**config.mk**
```make
export PLATFORM = sky130hd
export DESIGN_NAME = mult_control
export DESIGN_NICKNAME = d
export VERILOG_FILES = /design/src/rtl/mult_pkg.sv /design/src/rtl/mult_control_iter_counter.sv /design/src/rtl/mult_control.sv
export SDC_FILE = /design/constraint.sdc
export NUM_CORES = 1
export LEC_CHECK = 0
export CAP_MARGIN = 15
export CORE_AREA = 2 2 39 41
export DETAILED_ROUTE_END_ITERATION = 10
export DIE_AREA = 0 0 41 43
export PLACE_DENSITY_LB_ADDON = 0.3
export RECOVER_POWER = 100
export SETUP_SLACK_MARGIN = 0.02
export SLEW_MARGIN = 25
export SYNTH_ARGS = -nofsm -noshare
export SYNTH_HDL_FRONTEND = slang
export SYNTH_SLANG_ARGS = --single-unit
export TNS_END_PERCENT = 20
```
**constraint.sdc**
```tcl
create_clock -name Clk -period 4.1 [get_ports Clk]
set_input_delay 0.82 -clock Clk [delete_from_list [all_inputs] [get_ports Clk]]
set_output_delay 0.82 -clock Clk [all_outputs]
set_load 0.03 [all_outputs]
```
**src/rtl/mult_pkg.sv**
```systemverilog
// Shared definitions for the 8-bit signed add-shift multiplier.
//   mult_state_t : sequencing controller states
//   MULT_N       : operand width, also used by the datapath registers
package mult_pkg;

  localparam int MULT_N = 8;

  typedef enum logic [2:0] {
    IDLE  = 3'd0,
    CLEAR = 3'd1,
    ADD   = 3'd2,
    SHIFT = 3'd3,
    DONE  = 3'd4
  } mult_state_t;

endpackage

```
**src/rtl/mult_control_iter_counter.sv**
```systemverilog
// Iteration counter for the multiplier controller.
// Ports:
//   Clk, Reset : clock, synchronous active-high reset
//   clr_i      : reload the count to 0
//   inc_i      : advance the count by one
//   last_o     : count is on the final iteration (N-1)
module iter_counter #(
  parameter int N = 8
) (
  input  logic Clk,
  input  logic Reset,
  input  logic clr_i,
  input  logic inc_i,
  output logic last_o
);

  localparam int W = (N > 1) ? $clog2(N) : 1;

  logic [W-1:0] count_q;

  // Never wraps: the controller reloads the count before every run.
  always_ff @(posedge Clk) begin
    if (Reset || clr_i) begin
      count_q <= '0;
    end else if (inc_i) begin
      count_q <= count_q + 1'b1;
    end
  end

  assign last_o = (count_q == W'(N - 1));

endmodule

```
**src/rtl/mult_control.sv**
```systemverilog
// Sequencing controller for the signed add-shift multiplier.
// Turns Run / ClearA_LoadB into per-cycle datapath strobes: one add phase
// and one shift phase per multiplier bit, subtracting on the sign bit.
// Ports:
//   Clk, Reset   : clock, synchronous active-high reset
//   Run          : start request (level, synchronized)
//   ClearA_LoadB : load-B / clear-A request (level, synchronized)
//   M            : current multiplier LSB from the B register
//   Clr_Ld       : load B, clear A and X (IDLE only)
//   Clr_XA       : clear A and X at start of a run
//   Add / Sub    : load A/X with A+S / A-S (Mealy on M)
//   Shift        : shift X->A->B right by one
//   Busy / Done  : run in progress / result ready
module mult_control
  import mult_pkg::*;
#(
  parameter int N = MULT_N
) (
  input  logic Clk,
  input  logic Reset,
  input  logic Run,
  input  logic ClearA_LoadB,
  input  logic M,
  output logic Clr_Ld,
  output logic Clr_XA,
  output logic Add,
  output logic Sub,
  output logic Shift,
  output logic Busy,
  output logic Done
);

  mult_state_t state_q, state_d;
  logic        arm_q;
  logic        cnt_clr, cnt_inc, cnt_last;

  iter_counter #(.N(N)) u_iter (
    .Clk    (Clk),
    .Reset  (Reset),
    .clr_i  (cnt_clr),
    .inc_i  (cnt_inc),
    .last_o (cnt_last)
  );

  always_ff @(posedge Clk) begin
    if (Reset) begin
      state_q <= IDLE;
    end else begin
      state_q <= state_d;
    end
  end

  // Arm only after Run has been seen low in IDLE, so a Run level that is
  // still held from the previous run (or across a reset) cannot restart.
  always_ff @(posedge Clk) begin
    if (Reset) begin
      arm_q <= 1'b0;
    end else if (state_q == IDLE && state_d == IDLE) begin
      arm_q <= arm_q | ~Run;
    end else begin
      arm_q <= 1'b0;
    end
  end

  always_comb begin
    state_d = state_q;
    Clr_Ld  = 1'b0;
    Clr_XA  = 1'b0;
    Add     = 1'b0;
    Sub     = 1'b0;
    Shift   = 1'b0;
    Busy    = 1'b0;
    Done    = 1'b0;
    cnt_clr = 1'b0;
    cnt_inc = 1'b0;
    unique case (state_q)
      IDLE: begin
        if (Run && arm_q) begin
          state_d = CLEAR;
        end else begin
          // Suppressed during the reset cycle so no load races the reset.
          Clr_Ld = ClearA_LoadB & ~Reset;
        end
      end
      CLEAR: begin
        Clr_XA  = 1'b1;
        Busy    = 1'b1;
        cnt_clr = 1'b1;
        state_d = ADD;
      end
      ADD: begin
        Busy = 1'b1;
        // The final multiplier bit carries negative weight.
        if (cnt_last) begin
          Sub = M;
        end else begin
          Add = M;
        end
        state_d = SHIFT;
      end
      SHIFT: begin
        Busy  = 1'b1;
        Shift = 1'b1;
        if (cnt_last) begin
          state_d = DONE;
        end else begin
          cnt_inc = 1'b1;
          state_d = ADD;
        end
      end
      DONE: begin
        Done = 1'b1;
        if (!Run) begin
          state_d = IDLE;
        end
      end
      default: begin
        state_d = IDLE;
      end
    endcase
  end

endmodule

```
==> impl_metrics.py, run 1 <==
metrics = {
    "routing": {
        "drc": 0,
        "first_pass_iters": 1,
        "viasPerCell": 4.58,
        "vias": 307,
        "detail-route-antenna-nets": 0,
        "drtIter0Drc": 0,
        "wirelength_um": 659,
        "post_drt_wl_per_cell_um": 9.84,
    },
    "finish": {
        "layout_common_cells": "dlygate4sd3_1, nor2_1, dfxtp_1",
        "n_fill_cell": 148,
        "fin_nets": 59,
        "layout-drive-gt1-share_pct": 13.7,
        "insertedDiodeCount": 0,
        "syn2layout_area_growth_pct": 41.7,
        "final_area_sq_um": 493,
        "final_common_cell": "dlygate4sd3_1",
    },
    "sta": {
        "period_share_pct": 83.2,
        "finClkSkew_ps": 4.02,
        "setup_viol": 0,
        "slew_violations": 0,
        "min_period_ps": 3410,
        "finalHoldViolations": 0,
        "worst_pin_slew_ps": 320,
        "setup_tns_ps": 0,
        "max_freq_mhz": 293,
        "max_slew_margin_pct": 78.6,
        "grt_setup_unrepaired": "no",
    },
    "power_and_ir_drop": {
        "p_sw_mw": 0.0373,
        "p_int_mw": 0.118,
        "p_per_area_nw_per_um2": 315,
        "power_mw": 0.155,
        "seqPwrFrac_pct": 47.2,
        "p_leak_nw": 0.223,
        "peakVddDrop_mv": 0.175,
        "switching_share_pct": 24.0,
        "p_clk_share_pct": 37.8,
        "power_frac_comb_pct": 15.0,
    },
    "logic_synthesis": {
        "synthesis.nets": 44,
        "synth_area_leaders": "dfxtp_1, nor2_1, ha_1",
        "synth_top_area_cell": "dfxtp_1",
        "synth_top_family_by_area": "simple AND/OR/NAND/NOR gates",
        "synthAdderAreaFrac_pct": 7.19,
        "syn-cell-area_sq_um": 348,
        "synth_compound_area_share_pct": 3.96,
        "ys_seq_elements": 7,
        "synth.distinct_cells": 17,
        "synthMuxAreaShare_pct": 5.76,
        "synthCells": 37,
        "synth_top_area_share_pct": 40.3,
        "avgSynthCellArea_sq_um": 9.40,
        "synth-seq-area-share_pct": 40.3,
        "ys_warn_count": 0,
        "yosys.area_share.simple_pct": 37.1,
        "synth_xor_area_share_pct": 2.52,
    },
    "placed_design": {
        "routabilityCongestion": 0.722,
        "place_area_sq_um": 467,
        "portBuffers": 11,
        "hpwl_um": 496,
    },
    "critical_path": {
        "crit_chain": "dlygate4sd3_1 > nor4_1 > and3_1 > dlygate4sd3_1",
        "worstPathMaxFanout": 5,
        "cp-start-kind": "primary input",
        "required_ps": 3280,
        "slowest_delay_ps": 730,
        "cp_slowest_cell": "dlygate4sd3_1",
        "crit_top_cell": "dlygate4sd3_1",
        "path_class": "in2out",
        "crit_path_end_kind": "output pin",
        "critical_path_arrival_ps": 2590,
    },
    "grt": {
        "antenna_found_initial": 0,
        "grt_pass1_wl_um": 1150,
        "grt_max_degree": 11,
        "overflow": 0,
        "grt_pass1_vias": 271,
        "grt.total_usage_pct": 10.1,
    },
    "floorplan": {
        "io_pins": 12,
        "placementRows": 14,
        "core_area_sq_um": 1380,
        "die_x_um": 41,
        "dieArea_sq_um": 1760,
        "die_h_um": 43,
        "start_util_pct": 25.1,
    },
    "cts": {
        "clk_latency_ps": 240,
        "cts_buffers": 3,
        "hold_buffers": 0,
        "post_cts_resized": 0,
        "clkSinkCount": 7,
        "root_buffer": "clkbuf_4",
        "cts_tree": "yes",
        "path_clk_slew_ps": 50,
        "cts_setup_buffers": 0,
        "htreeDepth": 1,
        "cts_buffer_depth": 2,
    },
    "status": {
        "status": "complete, no violations",
    },
    "worst_hold_path": {
        "hold_class": "reg2reg",
    },
    "flow_run": {
        "cap_violations": 0,
    },
}
## area by class of cell
| class | count | area [sq um] | area share, % |
|---|---|---|---|
| clock buffers | 4 | 26.3 | 5.33 |
| multi-input cells | 29 | 196 | 39.8 |
| flip-flops and latches | 7 | 140 | 28.4 |
| well taps | 16 | 20.0 | 4.06 |
| repair buffers | 11 | 110 | 22.3 |
## layer usage
| layer | vias to the layer above | GRT usage, % | share of wire, % |
|---|---|---|---|
| li1 | 166 | - | - |
| met1 | 127 | 13.4 | 53 |
| met2 | 10 | 11.9 | 38 |
| met3 | 4 | 3.14 | 6.5 |
| met4 | 0 | 10.0 | 2.9 |
| met5 | - | 0 | 0 |
## synth_stat cells
master / number
a21oi_1: 1
ha_1: 2
a32oi_1: 1
and3_1: 3
xnor2_1: 1
nor4_1: 3
and2_2: 1
and4bb_2: 1
nand2_1: 2
and3b_2: 1
mux2i_1: 2
nor2_1: 7
dfxtp_1: 7
nor2b_1: 1
buf_6: 1
or2_2: 1
nor3b_1: 2
## state kept, by name (all words and copies together), names as in the netlist
register / count
state_q: 3
arm_q: 1
u_iter.count_q: 3
## critical path: cells and delay by family
kind                   cells  cell delay, ps
buffers and inverters      2            1330
AND/OR/NAND/NOR            2             430
## cell families (layout without fill, tap and decap cells)
group	Yosys count	in the layout
mux	2	2
fa+ha+maj	2	2
simple gates	22	22
xor+xnor	1	1
buf+inv	1	15
flops	7	7
compound gates	2	2
## power by group through the flow
stage	clock, mW	sequential [mW]	combinational (mW)
CTS	0.0629	0.0732	0.0251
detailed placement	0	0.0746	0.0249
finish	0.0587	0.0733	0.0232
global placement	0	0.0746	0.0250
global route	0.0686	0.0736	0.0258
floorplan	0	0.0737	0.0135
## metrics by stage
stage               hold slack, ps  cells  utilization [%]  setup WS (ps)
finish                         505     67             35.6            691
global route                   547     67             35.6            573
CTS                            503     67             35.6            871
detailed placement             491     63             33.7            885
global placement               482     63             33.7            940
floorplan                      465     37                -           1790
## final timing paths
check	cells after the start	end	startpoint	slack, ps
worst max-delay path	4	Clr_Ld	Reset	690
worst min-delay path	2	u_iter.count_q[1]	u_iter.count_q[1]	500
worst min register to register	2	u_iter.count_q[1]	u_iter.count_q[1]	500
worst max register to register	5	u_iter.count_q[2]	u_iter.count_q[0]	2640
Power figures use the tool's default switching activity.
==> run 2, diff against run 1 <==
- clock period: 4.1 -> 3.1 ns (I/O delays scaled with it)
==> impl_metrics.py, run 2 (synthesized netlist as in run 1, its figures left out) <==
metrics = {
    "status": {
        "status": "complete, no violations",
    },
    "cts": {
        "hold_buffers": 0,
        "post_cts_resized": 0,
        "clk_latency_ps": 240,
        "htreeDepth": 1,
        "root_buffer": "clkbuf_4",
        "cts_buffers": 3,
        "path_clk_slew_ps": 50,
        "cts_buffer_depth": 2,
        "clkSinkCount": 7,
        "cts_tree": "yes",
        "cts_setup_buffers": 0,
    },
    "power_and_ir_drop": {
        "power_mw": 0.205,
        "p_leak_nw": 0.226,
        "peakVddDrop_mv": 0.231,
        "p_per_area_nw_per_um2": 417,
    },
    "finish": {
        "n_fill_cell": 148,
        "fin_nets": 59,
        "ff_latch_area_sq_um": 140,
        "final_common_cell": "dlygate4sd3_1",
        "final_cells": 67,
        "final_area_sq_um": 493,
        "layout-drive-gt1-share_pct": 11.8,
        "final_core_util_pct": 35.6,
        "multi_input_area_sq_um": 196,
        "layout_common_cells": "dlygate4sd3_1, nor2_1, dfxtp_1",
        "insertedDiodeCount": 0,
        "largest_registers": "state_q x3, u_iter.count_q x3, arm_q x1",
        "syn2layout_area_growth_pct": 41.7,
    },
    "floorplan": {
        "start_util_pct": 25.1,
        "die_h_um": 43,
        "placementRows": 14,
        "die_x_um": 41,
        "dieArea_sq_um": 1760,
        "io_pins": 12,
        "core_area_sq_um": 1380,
    },
    "grt": {
        "grt.total_usage_pct": 10.1,
        "overflow": 0,
        "grt_pass1_vias": 271,
        "grt_max_degree": 11,
        "antenna_found_initial": 0,
        "grt_pass1_wl_um": 1150,
    },
    "sta": {
        "max_freq_mhz": 345,
        "timing.final.ws_setup_ps": 205,
        "max_slew_margin_pct": 78.6,
        "slew_violations": 0,
        "finalHoldViolations": 0,
        "min_period_ps": 2890,
        "setup_tns_ps": 0,
        "setup_viol": 0,
        "hold_slack_ps": 505,
        "grt_setup_unrepaired": "no",
        "period_share_pct": 93.4,
        "worst_pin_slew_ps": 320,
        "finClkSkew_ps": 4.02,
    },
    "critical_path": {
        "cp-start-kind": "primary input",
        "slowest_delay_ps": 730,
        "worstPathMaxFanout": 5,
        "r2r_start": "u_iter.count_q[0]",
        "crit_chain": "clkdlybuf4s50_1 > nor4_1 > and3_1 > dlygate4sd3_1",
        "startpoint": "Reset",
        "cp_slowest_cell": "dlygate4sd3_1",
        "required_ps": 2480,
        "reg2regPathDepth": 5,
        "crit_path_end_kind": "output pin",
        "path_class": "in2out",
        "critical_path_arrival_ps": 2270,
    },
    "placed_design": {
        "place_area_sq_um": 467,
        "portBuffers": 11,
        "hpwl_um": 496,
        "routabilityCongestion": 0.722,
        "placed_cells": 63,
        "post-place-ws_ps": 285,
    },
    "routing": {
        "detail-route-antenna-nets": 0,
        "vias": 305,
        "first_pass_iters": 1,
        "viasPerCell": 4.55,
        "drc": 0,
        "wirelength_um": 665,
        "drtIter0Drc": 0,
        "post_drt_wl_per_cell_um": 9.93,
    },
    "worst_hold_path": {
        "holdCritStartpoint": "u_iter.count_q[1]",
        "hold_class": "reg2reg",
        "min_path_cells": 2,
    },
    "flow_run": {
        "cap_violations": 0,
    },
}
## run 2: worst paths after layout
kind / end / slack, ps
max reg2reg: u_iter.count_q[2] / 1620
max: Clr_Ld / 210
min reg2reg: u_iter.count_q[1] / 500
min: u_iter.count_q[1] / 500
## run 2: final cells by class
class                           instances  area share [%]
Sequential cell                         7            28.4
Multi-Input combinational cell         29            39.8
Timing Repair Buffer                   11            22.3
Tap cell                               16            4.06
Clock buffer                            4            5.33
## run 2: critical path: cells and delay by family
| family | cells | cell delay [ps] |
|---|---|---|
| buf+inv | 2 | 1210 |
| simple gates | 2 | 440 |
## run 2: where the power goes
part,switching [mW],internal (mW)
sequential,0.00384,0.0931
combinational,0.0165,0.0144
clock,0.0288,0.0488
total,0.0492,0.156
## run 2: per-layer routing
layer | GRT usage (%) | vias up | part of all wire [%]
met1 | 13.4 | 127 | 52
met5 | 0 | - | 0
met2 | 11.9 | 10 | 38
li1 | - | 164 | -
met4 | 10.0 | 0 | 2.9
met3 | 3.14 | 4 | 6.5
==> run 3, diff against run 2 <==
- clock period: 3.1 -> 2.5 ns (I/O delays scaled with it)
==> impl_metrics.py, run 3 (synthesized netlist as in run 1, its figures left out) <==
metrics = {
    "sta": {
        "hold_slack_ps": 503,
        "max_slew_margin_pct": 75.9,
        "setup_tns_ps": 0,
        "setup_viol": 0,
        "max_freq_mhz": 438,
        "finClkSkew_ps": 2.33,
        "min_period_ps": 2280,
        "worst_pin_slew_ps": 363,
        "slew_violations": 0,
        "period_share_pct": 91.4,
        "finalHoldViolations": 0,
        "grt_setup_unrepaired": "no",
    },
    "grt": {
        "grt_use_met1_pct": 14.0,
        "top_usage_layer": "met1",
        "met2_usage_pct": 11.3,
        "grt.total_usage_pct": 10.1,
        "grt_pass1_vias": 246,
        "overflow": 0,
        "antenna_found_initial": 0,
        "grt_pass1_wl_um": 1120,
        "grt_util_met3_pct": 7.85,
        "grt_max_degree": 11,
    },
    "power_and_ir_drop": {
        "p_clk_share_pct": 39.2,
        "switching_share_pct": 25.3,
        "seqPwrFrac_pct": 46.7,
        "power_mw": 0.257,
        "p_int_mw": 0.192,
        "power_frac_comb_pct": 14.1,
        "p_leak_nw": 0.220,
        "peakVddDrop_mv": 0.288,
        "p_sw_mw": 0.0650,
        "p_per_area_nw_per_um2": 536,
    },
    "cts": {
        "path_clk_slew_ps": 50,
        "htreeDepth": 1,
        "clk_latency_ps": 250,
        "cts_buffers": 3,
        "post_cts_resized": 1,
        "root_buffer": "clkbuf_4",
        "cts_buffer_depth": 2,
        "cts_setup_buffers": 0,
        "cts_tree": "yes",
        "hold_buffers": 0,
        "clkSinkCount": 7,
    },
    "finish": {
        "layout_common_cells": "nor2_1, dfxtp_1, dlygate4sd3_1",
        "insertedDiodeCount": 0,
        "fin_nets": 59,
        "largest_registers": "state_q x3, u_iter.count_q x3, arm_q x1",
        "n_fill_cell": 148,
        "layout-drive-gt1-share_pct": 13.7,
        "syn2layout_area_growth_pct": 38.1,
    },
    "worst_hold_path": {
        "min_path_cells": 2,
        "hold_class": "reg2reg",
    },
    "floorplan": {
        "start_util_pct": 25.1,
        "io_pins": 12,
        "die_h_um": 43,
        "die_x_um": 41,
        "core_area_sq_um": 1380,
        "placementRows": 14,
        "dieArea_sq_um": 1760,
    },
    "critical_path": {
        "critical_path_arrival_ps": 1780,
        "cp-start-kind": "primary input",
        "path_class": "in2out",
        "reg2regPathDepth": 5,
        "crit_path_end_kind": "output pin",
        "required_ps": 2000,
        "worstPathMaxFanout": 2,
    },
    "routing": {
        "first_pass_iters": 2,
        "detail-route-antenna-nets": 0,
        "vias": 302,
        "post_drt_wl_per_cell_um": 10.1,
        "wirelength_um": 674,
        "drc": 0,
        "viasPerCell": 4.51,
        "drtIter0Drc": 4,
    },
    "status": {
        "status": "complete, no violations",
    },
    "placed_design": {
        "portBuffers": 11,
        "routabilityCongestion": 0.637,
    },
    "flow_run": {
        "cap_violations": 0,
    },
}
run 3: layout make-up:
cell class	instances	area (sq um)	share of cell area (%)
clock buffers	4	26.3	5.47
multi-input cells	29	196	40.9
flip-flops and latches	7	140	29.2
well taps	16	20.0	4.17
repair buffers	11	97.6	20.3
run 3: path summary, 6_finish.rpt:
kind                            slack [ps]               from                end
worst max-delay path                   220                  M                Add
worst min-delay path                   500  u_iter.count_q[1]  u_iter.count_q[1]
worst max register to register        1010  u_iter.count_q[0]  u_iter.count_q[2]
worst min register to register         500  u_iter.count_q[1]  u_iter.count_q[1]
run 3: power groups by stage:
stage                     Sequential, mW  Combinational, mW  Clock, mW
after CTS                          0.120             0.0396      0.108
final                              0.120             0.0362      0.101
after detailed placement           0.122             0.0399          0
after global routing               0.121             0.0406      0.114
after floorplan                    0.121             0.0222          0
after global placement             0.122             0.0400          0
run 3: worst max-delay path, stage by stage:
cell and delay, ps:
dlygate4sd3_1 510, nor3b_1 220, nand2_1 80, nor2_1 80, dlygate4sd2_1 400
run 3: stage by stage:
stage	utilization (%)	instances	setup slack (ps)	cell area, sq um
6_report	34.7	67	216	480
5_1_grt	34.7	67	96.5	480
4_1_cts	35.2	67	273	487
3_5_place_dp	33.4	63	0.328	462
3_3_place_gp	33.4	63	17.6	462
2_1_floorplan	-	37	822	348
run 3: per-layer routing:
metal / vias up / routed length (um)
li1: 163 / -
met1: 129 / 354
met2: 10 / 263
met3: 0 / 56
met4: 0 / 0
met5: - / 0
